===== src/rtl/palindrome_gen_if.sv =====
// palindrome_gen_if: word-in / serial-bit-out handshake bundle for palindrome_gen.
// master = word producer and bit consumer, slave = the generator itself.
interface palindrome_gen_if #(
   parameter int WIDTH = 4
);
   logic [WIDTH-1:0] data_i;
   logic             mode_i;
   logic             valid_i;
   logic             ready_o;
   logic             x_o;
   logic             x_valid_o;
   logic             last_o;

   modport master (
      output data_i, mode_i, valid_i,
      input  ready_o, x_o, x_valid_o, last_o
   );

   modport slave (
      input  data_i, mode_i, valid_i,
      output ready_o, x_o, x_valid_o, last_o
   );
endinterface


===== src/rtl/palindrome_gen.sv =====
// palindrome_gen: serial palindrome frame generator.
// A WIDTH-bit word is sent MSB first, then mirrored back. The mirror starts
// at d[0] for even frames and at d[1] for odd frames. Odd frames send the
// centre bit d[0] only once.
// Optional feature macro: PALGEN_GAP_EN. When it is defined, a one-cycle GAP
// state follows every frame and back-to-back frames are not possible.
// state_q/idx_q always describe the bit currently presented on x_o.
module palindrome_gen #(
   parameter int WIDTH = 4
) (
   input logic             clk,
   input logic             reset,
   palindrome_gen_if.slave bus
);

   localparam int                IDX_W    = $clog2(WIDTH) + 1;
   localparam logic [IDX_W-1:0]  IDX_LAST = IDX_W'(WIDTH - 1);
   localparam logic [IDX_W-1:0]  IDX_ONE  = IDX_W'(1);

`ifdef PALGEN_GAP_EN
   typedef enum logic [1:0] {IDLE = 2'd0, FWD = 2'd1, REV = 2'd2, GAP = 2'd3} state_t;
`else
   typedef enum logic [1:0] {IDLE = 2'd0, FWD = 2'd1, REV = 2'd2} state_t;
`endif

   state_t           state_q, state_d;
   logic [IDX_W-1:0] idx_q, idx_d;
   logic [WIDTH-1:0] word_q, word_d;
   logic             mode_q, mode_d;
   logic             x_q, x_d;
   logic             x_valid_q, x_valid_d;
   logic             last_q, last_d;
   logic             ready;
   logic             accept;

   // Select word bit 'i'; the loop keeps the index width independent of WIDTH.
   function automatic logic bit_at(input logic [WIDTH-1:0] w, input logic [IDX_W-1:0] i);
      logic b;
      b = 1'b0;
      for (int k = 0; k < WIDTH; k++) begin
         if (i == IDX_W'(k)) b = w[k];
      end
      return b;
   endfunction

   // Ready in IDLE, and on the final bit when frames may run back-to-back.
   always_comb begin
      ready = 1'b0;
      if (!reset) begin
         if (state_q == IDLE) begin
            ready = 1'b1;
         end
`ifndef PALGEN_GAP_EN
         else if ((state_q == REV) && (idx_q == IDX_LAST)) begin
            ready = 1'b1;
         end
`endif
      end
   end

   assign accept = bus.valid_i && ready;

   // Next state, bit index and the registered value of the next output bit.
   always_comb begin
      state_d   = state_q;
      idx_d     = idx_q;
      word_d    = word_q;
      mode_d    = mode_q;
      x_d       = 1'b0;
      x_valid_d = 1'b0;
      last_d    = 1'b0;

      case (state_q)
         IDLE: begin
            state_d = IDLE;
         end
         FWD: begin
            if (idx_q == '0) begin
               state_d = REV;
               idx_d   = mode_q ? IDX_ONE : '0;
            end else begin
               idx_d = idx_q - IDX_ONE;
            end
            x_d       = bit_at(word_q, idx_d);
            x_valid_d = 1'b1;
            last_d    = (state_d == REV) && (idx_d == IDX_LAST);
         end
         REV: begin
            if (idx_q == IDX_LAST) begin
`ifdef PALGEN_GAP_EN
               state_d = GAP;
`else
               state_d = IDLE;
`endif
            end else begin
               idx_d     = idx_q + IDX_ONE;
               x_d       = bit_at(word_q, idx_d);
               x_valid_d = 1'b1;
               last_d    = (idx_d == IDX_LAST);
            end
         end
`ifdef PALGEN_GAP_EN
         GAP: begin
            state_d = IDLE;
         end
`endif
         default: begin
            state_d = IDLE;
         end
      endcase

      // An accept (IDLE, or the last REV bit) starts a new frame with its MSB.
      if (accept) begin
         state_d   = FWD;
         idx_d     = IDX_LAST;
         word_d    = bus.data_i;
         mode_d    = bus.mode_i;
         x_d       = bus.data_i[WIDTH-1];
         x_valid_d = 1'b1;
         last_d    = 1'b0;
      end
   end

   // State and output registers; reset aborts any frame in flight.
   always_ff @(posedge clk) begin
      if (reset) begin
         state_q   <= IDLE;
         idx_q     <= '0;
         word_q    <= '0;
         mode_q    <= 1'b0;
         x_q       <= 1'b0;
         x_valid_q <= 1'b0;
         last_q    <= 1'b0;
      end else begin
         state_q   <= state_d;
         idx_q     <= idx_d;
         word_q    <= word_d;
         mode_q    <= mode_d;
         x_q       <= x_d;
         x_valid_q <= x_valid_d;
         last_q    <= last_d;
      end
   end

   assign bus.ready_o   = ready;
   assign bus.x_o       = x_q;
   assign bus.x_valid_o = x_valid_q;
   assign bus.last_o    = last_q;

endmodule

===== src/flat_wrapper.sv =====
// flat-port wrapper written by rule: the top's interface ports become plain ports
module palindrome_gen_flat 
#(
   parameter int WIDTH = 4
)
  (clk, reset, bus_data_i, bus_mode_i, bus_valid_i, bus_ready_o, bus_x_o, bus_x_valid_o, bus_last_o);
  palindrome_gen_if #(.WIDTH(WIDTH)) bus_i ();
  input logic clk;
  input logic reset;
  input wire logic [$bits(bus_i.data_i)-1:0] bus_data_i;
  input wire logic [$bits(bus_i.mode_i)-1:0] bus_mode_i;
  input wire logic [$bits(bus_i.valid_i)-1:0] bus_valid_i;
  output wire logic [$bits(bus_i.ready_o)-1:0] bus_ready_o;
  output wire logic [$bits(bus_i.x_o)-1:0] bus_x_o;
  output wire logic [$bits(bus_i.x_valid_o)-1:0] bus_x_valid_o;
  output wire logic [$bits(bus_i.last_o)-1:0] bus_last_o;
  assign bus_i.data_i = bus_data_i;
  assign bus_i.mode_i = bus_mode_i;
  assign bus_i.valid_i = bus_valid_i;
  assign bus_ready_o = bus_i.ready_o;
  assign bus_x_o = bus_i.x_o;
  assign bus_x_valid_o = bus_i.x_valid_o;
  assign bus_last_o = bus_i.last_o;
  palindrome_gen #(.WIDTH(WIDTH)) u_core (.clk(clk), .reset(reset), .bus(bus_i));
endmodule

===== config.mk =====
export PLATFORM = sky130hd
export DESIGN_NAME = palindrome_gen_flat
export DESIGN_NICKNAME = d
export VERILOG_FILES = /design/src/rtl/palindrome_gen_if.sv /design/src/rtl/palindrome_gen.sv /design/src/flat_wrapper.sv
export SDC_FILE = /design/constraint.sdc
export NUM_CORES = 1
export LEC_CHECK = 0
export BUFFER_PORTS_ARGS = -buffer_cell sky130_fd_sc_hd__buf_2
export CAP_MARGIN = 0
export CORE_MARGIN = 2
export CORE_UTILIZATION = 35
export DETAILED_ROUTE_END_ITERATION = 8
export GPL_ROUTABILITY_DRIVEN = 0
export PLACE_DENSITY = 0.51
export SLEW_MARGIN = 10
export SYNTH_ARGS = -nofsm -noshare
export SYNTH_HDL_FRONTEND = slang
export SYNTH_SLANG_ARGS = --single-unit

===== constraint.sdc =====
create_clock -name clk -period 5 [get_ports clk]
set_input_delay 0.5 -clock clk [delete_from_list [all_inputs] [get_ports clk]]
set_output_delay 0.5 -clock clk [all_outputs]
set_load 0.05 [all_outputs]

### Word level (Yosys, flattened, before mapping)

Index checks and enable logic that the tools add are counted.

| word-level totals | value |
|---|---|
| register bits after elaboration | 13 |
| memories kept | 0 |
| logic and storage cells | 67 |
| RAM bits | 0 |
| latch bits | 0 |
| memory bits (read-only) | 0 |

| cells by class | value |
|---|---|
| bitwise logic cells | 0 |
| magnitude comparators | 0 |
| multiplexer cells | 30 |
| shift-type cells | 0 |
| reduce and logical (&&, ||, !) cells | 12 |
| divide/modulo/power cells | 0 |
| $add $sub $neg | 2 |
| multipliers | 0 |
| equal/unequal tests | 14 |

Operators by type and width:

| kind | number |
|---|---|
| $mux W1 | 18 |
| $eq A3 B2 Y1 const B | 5 |
| $logic_not A3 Y1 | 3 |
| $mux W3 | 3 |
| $mux W2 | 4 |
| $eq A3 B1 Y1 const B | 2 |
| $ne A3 B2 Y1 const B | 2 |
| $pmux W1 S2 | 3 |
| $pmux W3 S2 | 1 |
| $eq A2 B2 Y1 const B | 2 |
| $ne A2 B2 Y1 const B | 2 |
| $pmux W2 S2 | 1 |
| $reduce_and A2 Y1 | 2 |
| $add A3 B1 Y3 const B | 1 |
| $logic_and A1 B1 Y1 | 3 |
| $reduce_bool A3 Y1 | 1 |
| $sub A3 B1 Y3 const B | 1 |
| $eq A2 B1 Y1 const B | 1 |
| $logic_not A2 Y1 | 1 |
| $reduce_bool A2 Y1 | 1 |
| $reduce_or A2 Y1 | 1 |

### Depth between registers and ports, before layout

| logic depth | value |
|---|---|
| word-level depth | 10 |
| depth in mapped cells | 9 |
| mapped depth without buffers | 8 |

### Least setup slack after synthesis

OpenSTA, ideal clock, no wires.

| path | value |
|---|---|
| path type | reg2reg |
| start | register u_core.idx_q[0] |
| end | register u_core.mode_q |
| library setup time | 123 ps |
| path buffers | 2 |
| slack | 2759 ps |
| stages on the path, launching flop included | 9 |
| arrival | 2118 ps |
| clock period less this slack | 2241 ps |
| required time | 4877 ps |
| cell sequence | dfxtp_1 -> ha_1 -> ha_1 -> a21oi_2 -> nor2_1 -> and2_4 -> buf_6 -> buf_2 -> o21ai_0 |

| between the ends | value |
|---|---|
| longest elaborated chain between the ends | 6 |

RTL lines:

| what | RTL line | RTL |
|---|---|---|
| start, declared | palindrome_gen.sv:27 | `logic [IDX_W-1:0] idx_q, idx_d;` |
| start signal, assigned | palindrome_gen.sv:136 | `idx_q <= idx_d;` |
| $eq A3 B2 Y1 | palindrome_gen.sv:54 | `else if ((state_q == REV) && (idx_q == IDX_LAST)) begin` |
| $logic_and A1 B1 Y1 | palindrome_gen.sv:54 |  |
| $mux W1 | palindrome_gen.sv:54 |  |
| $mux W1 | palindrome_gen.sv:50 | `if (state_q == IDLE) begin` |
| $mux W1 | palindrome_gen.sv:49 | `if (!reset) begin` |
| via bus_ready_o | flat_wrapper.sv:13 | `output wire logic [$bits(bus_i.ready_o)-1:0] bus_ready_o;` |
| $logic_and A1 B1 Y1 | palindrome_gen.sv:61 | `assign accept = bus.valid_i && ready;` |
| end signal, assigned | palindrome_gen.sv:138 | `mode_q <= mode_d;` |
| end, declared | palindrome_gen.sv:29 | `logic mode_q, mode_d;` |

The timed path passes the listed nets, and every way through them passes these cells.
A chain may end at the register's enable or synchronous reset.

### Worst setup path in the final report

| path | value |
|---|---|
| start | register u_core.idx_q[0] |
| end | register u_core.x_q, in the netlist u_core.bus.x_o |

| between the ends | value |
|---|---|
| longest elaborated chain between the ends | 10 |

RTL lines:

| what | RTL line | RTL |
|---|---|---|
| $sub A3 B1 Y3 / $logic_not A3 Y1 (equally long branches) | palindrome_gen.sv:82, palindrome_gen.sv:78 |  |
| $mux W3 | palindrome_gen.sv:78 | `if (idx_q == '0) begin` |
| $mux W3 | palindrome_gen.sv:73 | `case (state_q)` |
| $logic_not A3 Y1 | palindrome_gen.sv:41 | `if (i == IDX_W'(k)) b = w[k];` |
| $mux W1 (4 in series) | palindrome_gen.sv:41 |  |
| $pmux W1 S2 | palindrome_gen.sv:73 |  |
| $mux W1 (*) | palindrome_gen.sv:113 | `if (accept) begin` |
| end signal, assigned | palindrome_gen.sv:131 | `x_q <= 1'b0;` |
| end signal, assigned | palindrome_gen.sv:139 | `x_q <= x_d;` |
| end, declared | palindrome_gen.sv:30 | `logic x_q, x_d;` |

Mark *: on every way between the ends. The rest lies on a longest branch, timed or not. The select of a mux whose other input is x is not followed.

==> summary.md <==
| Metric | Value |
|---|---|
| TritonRoute pass-1 iters | 4 |
| Crit path time final | 2291 ps |
| CORE AREA | 2191 um2 |
| I/O pins | 12 |
| Relative slew slack | 0.7893 |
| Cell Int Power | 172.6 uW |
| Worst hold path type | input port to flop |
| FF-to-FF Start | u_core.idx_q[0] |
| Synth area leader | dfxtp_1 |
| Pwr dens | 295.4 nW/um2 |
| Clk buf depth | 2 |
| DP Wirelength | 1220 um |
| P_sw | 93.89 uW |
| Synthesis Warnings | 0 |
| CTS tree | built |
| GRT Util Overall | 0.1449 |
| Comb pwr share | 0.284 |
| Final Hold Vio Count | 0 |
| Synth-to-Final Area Change | 11.96% |
| PortBufs | 11 |
| CP required | 5180 ps |
| Worst hold path depth | 3 |
| Fraction of layout cells with a size suffix above 1 | 0.1682 |
| Startpoint of the worst hold path | bus_data_i[2] |
| Leak Pwr | 0.3733 nW |
| CTS Root Cell | clkbuf_4 |
| Final Max Slew Viols | 0 |
| Max Freq | 0.4365 GHz |
| Status | complete, no violations |
| Post-CTS Setup Bufs | 0 |
| Vias per cell | 4.844 |
| RR Endpoint | u_core.bus.x_o |
| Sum of buffers and inverters on the critical path | 2 |
| H-tree depth | 1 |
| Worst-path fanout max | 5 |
| Slew @ Worst Pin | 307.2 ps |
| PostCTS Resize Cnt | 0 |
| Die height | 51.98 um |
| Setup Skew | 2.346 ps |
| Final setup fails | 0 |
| R2R depth | 8 |
| Gr ovfl total | 0 |
| Clock Power Share | 0.271 |
| Crit-path max cell delay | 540 ps |
| Largest net degree at the start of global routing | 16 |
| Cell Area, Placed | 875.8 um2 |
| Max Cap Viol | 0 |
| Flop pwr share | 0.445 |
| Final Cell Area | 902.1 um2 |
| Avg Inst Size Synth | 8.482 um2 |
| Die X | 51.98 um |
| Sequential area share after synthesis | 0.3230 |
| Crit-path cells | inv_1 -> ha_1 -> ha_1 -> inv_1 -> mux2i_2 -> mux4_2 -> nand2b_1 -> o311ai_1 |
| # rows | 17 |
| Yosys cell types | 27 |
| Critical path class | flop to flop |
| Hold EP | u_core.word_q[2] |
| Die Area | 2702 um2 |
| Fin crit share | 0.4581 |
| Post-CTS Hold Buffers | 0 |
| Clk_lat worst skew | 290 ps |
| Post-DRT Antenna Nets | 0 |
| Initial antenna violation count | 0 |
| Switching Share | 0.3523 |
| Crit end category | flop |
| Critical Path AT | 2470 ps |
| Synth Instances | 95 |
| Via count | 654 |
| Worst vdd rail ir drop | 106.6 uV |
| Crit path max-delay family | multiplexers |
| Post-Syn Area | 805.8 um2 |
| DR DRC count | 0 |
| Routed wire length | 1645 um |
| Share of the synthesized area in the top cell type | 0.3230 |
| # nets final | 127 |
| Cts bufs inserted | 3 |
| R2R setup slack | 2710 ps |
| Setup total negative slack | 0 ps |
| Flops & latches, synth | 13 |
| Routed len/inst | 12.19 um |
| Starting density of the core | 0.3678 |
| Largest cells by area after synthesis | dfxtp_1 32%, ha_1 17%, nand2_1 5.1% |
| Vias in the first global route | 617 |
| Number of inserted diodes | 0 |
| Syn nets | 114 |
| Clk slew on worst S/H paths | 90 ps |
| First-pass GRT wire length | 2732 um |
| RSZ-0062 raised after global routing | no |
| Max stage delay cell, worst path | mux4_2 |
| CTS sink cnt | 13 |
| Crit path launch type | flop |
| Iteration-0 DRC Markers | 9 |
## final cells by class
cell class | count | area [um2]
Clock buffer | 4 | 26.28
Tap cell | 28 | 35.03
Timing Repair Buffer | 11 | 55.05
Sequential cell | 13 | 260.3
Inverter | 10 | 37.54
Fill cell | 220 | 1289
Multi-Input combinational cell | 69 | 488.0
## power by group through the flow
stage | Combinational (mW) | Clock (mW) | Sequential (mW)
final | 0.0756 | 0.0722 | 0.119
after floorplan | 0.0565 | 0 | 0.124
after global routing | 0.0846 | 0.0782 | 0.120
after global placement | 0.0760 | 0 | 0.121
after detailed placement | 0.0751 | 0 | 0.121
after CTS | 0.0752 | 0.0737 | 0.119
## sequential cells by signal, summed over array words and instances, names as in the netlist
signal	cells
u_core.idx_q	3
u_core.bus.last_o	1
u_core.word_q	4
u_core.mode_q	1
u_core.state_q	2
u_core.bus.x_o	1
u_core.bus.x_valid_o	1
## per-stage QoR
stage               std cells  setup slack (ps)  utilization  power [mW]  hold slack (ps)
global placement          131              2797       0.3998      0.1968            472.8
global route              135              2556       0.4118      0.2830            408.6
CTS                       135              2704       0.4118      0.2677            393.7
detailed placement        131              2727       0.3998      0.1961            471.8
floorplan                  95              2759            -      0.1804            449.4
finish                    135              2709       0.4118      0.2665            392.6
## worst register-to-register path, delay by kind of cell (launching register included)
| kind | cells | cell delay [ps] |
|---|---|---|
| compound gates | 1 | 100 |
| fa+ha+maj | 2 | 490 |
| buf+inv | 2 | 230 |
| flops | 1 | 410 |
| mux | 2 | 860 |
| simple gates | 1 | 80 |
## synth_stat cells (all sizes together)
| cell type | count |
|---|---|
| and2b | 1 |
| nand2b | 6 |
| nor3 | 2 |
| dfxtp | 13 |
| and2 | 1 |
| a22oi | 1 |
| inv | 10 |
| a21oi | 9 |
| nor4 | 1 |
| mux4 | 1 |
| o311ai | 1 |
| nor4b | 2 |
| o21ai | 7 |
| or4 | 1 |
| buf | 2 |
| clkbuf | 1 |
| o31ai | 3 |
| a31oi | 2 |
| mux2i | 2 |
| ha | 11 |
| nor2b | 1 |
| nand2 | 11 |
| a211oi | 1 |
| nor2 | 5 |
## logic make-up (layout without fill, tap and decap cells)
logic type      Yosys count  in the layout  share of synthesized area
compound gates           24             24                     0.1770
buf+inv                  13             25                    0.07142
simple gates             31             31                     0.2003
fa+ha+maj                11             11                     0.1708
flops                    13             13                     0.3230
mux                       3              3                    0.05745
## cells in the final DEF (no fill, tap or decap), drive strengths merged, types with 2 or more instances in the layout
cell    count
a21oi       9
a31oi       2
buf        11
clkbuf      4
dfxtp      13
ha         11
inv        10
mux2i       2
nand2      11
nand2b      6
nor2        5
nor3        2
nor4b       2
o21ai       7
o31ai       3
## worst max path at each step
| stage | end | cells after the start | slack [ps] | from |
|---|---|---|---|---|
| final | u_core.bus.x_o | 8 | 2710 | u_core.idx_q[0] |
| after global routing | u_core.bus.x_o | 8 | 2560 | u_core.idx_q[0] |
| after CTS | u_core.bus.x_o | 8 | 2700 | u_core.idx_q[0] |
| after detailed placement | u_core.bus.x_o | 8 | 2730 | u_core.idx_q[0] |
| after global placement | u_core.bus.x_o | 8 | 2800 | u_core.idx_q[0] |
| after floorplan | u_core.mode_q | 8 | 2760 | u_core.idx_q[0] |
## routing by layer
metal  global-route usage  wire length, um  up-vias
met2               0.2215              740       10
li1                     -                -      351
met3              0.03448               67        4
met4              0.09211               43        0
met1               0.1804              793      289
met5                    0                0        -
Power figures use the tool's default switching activity.
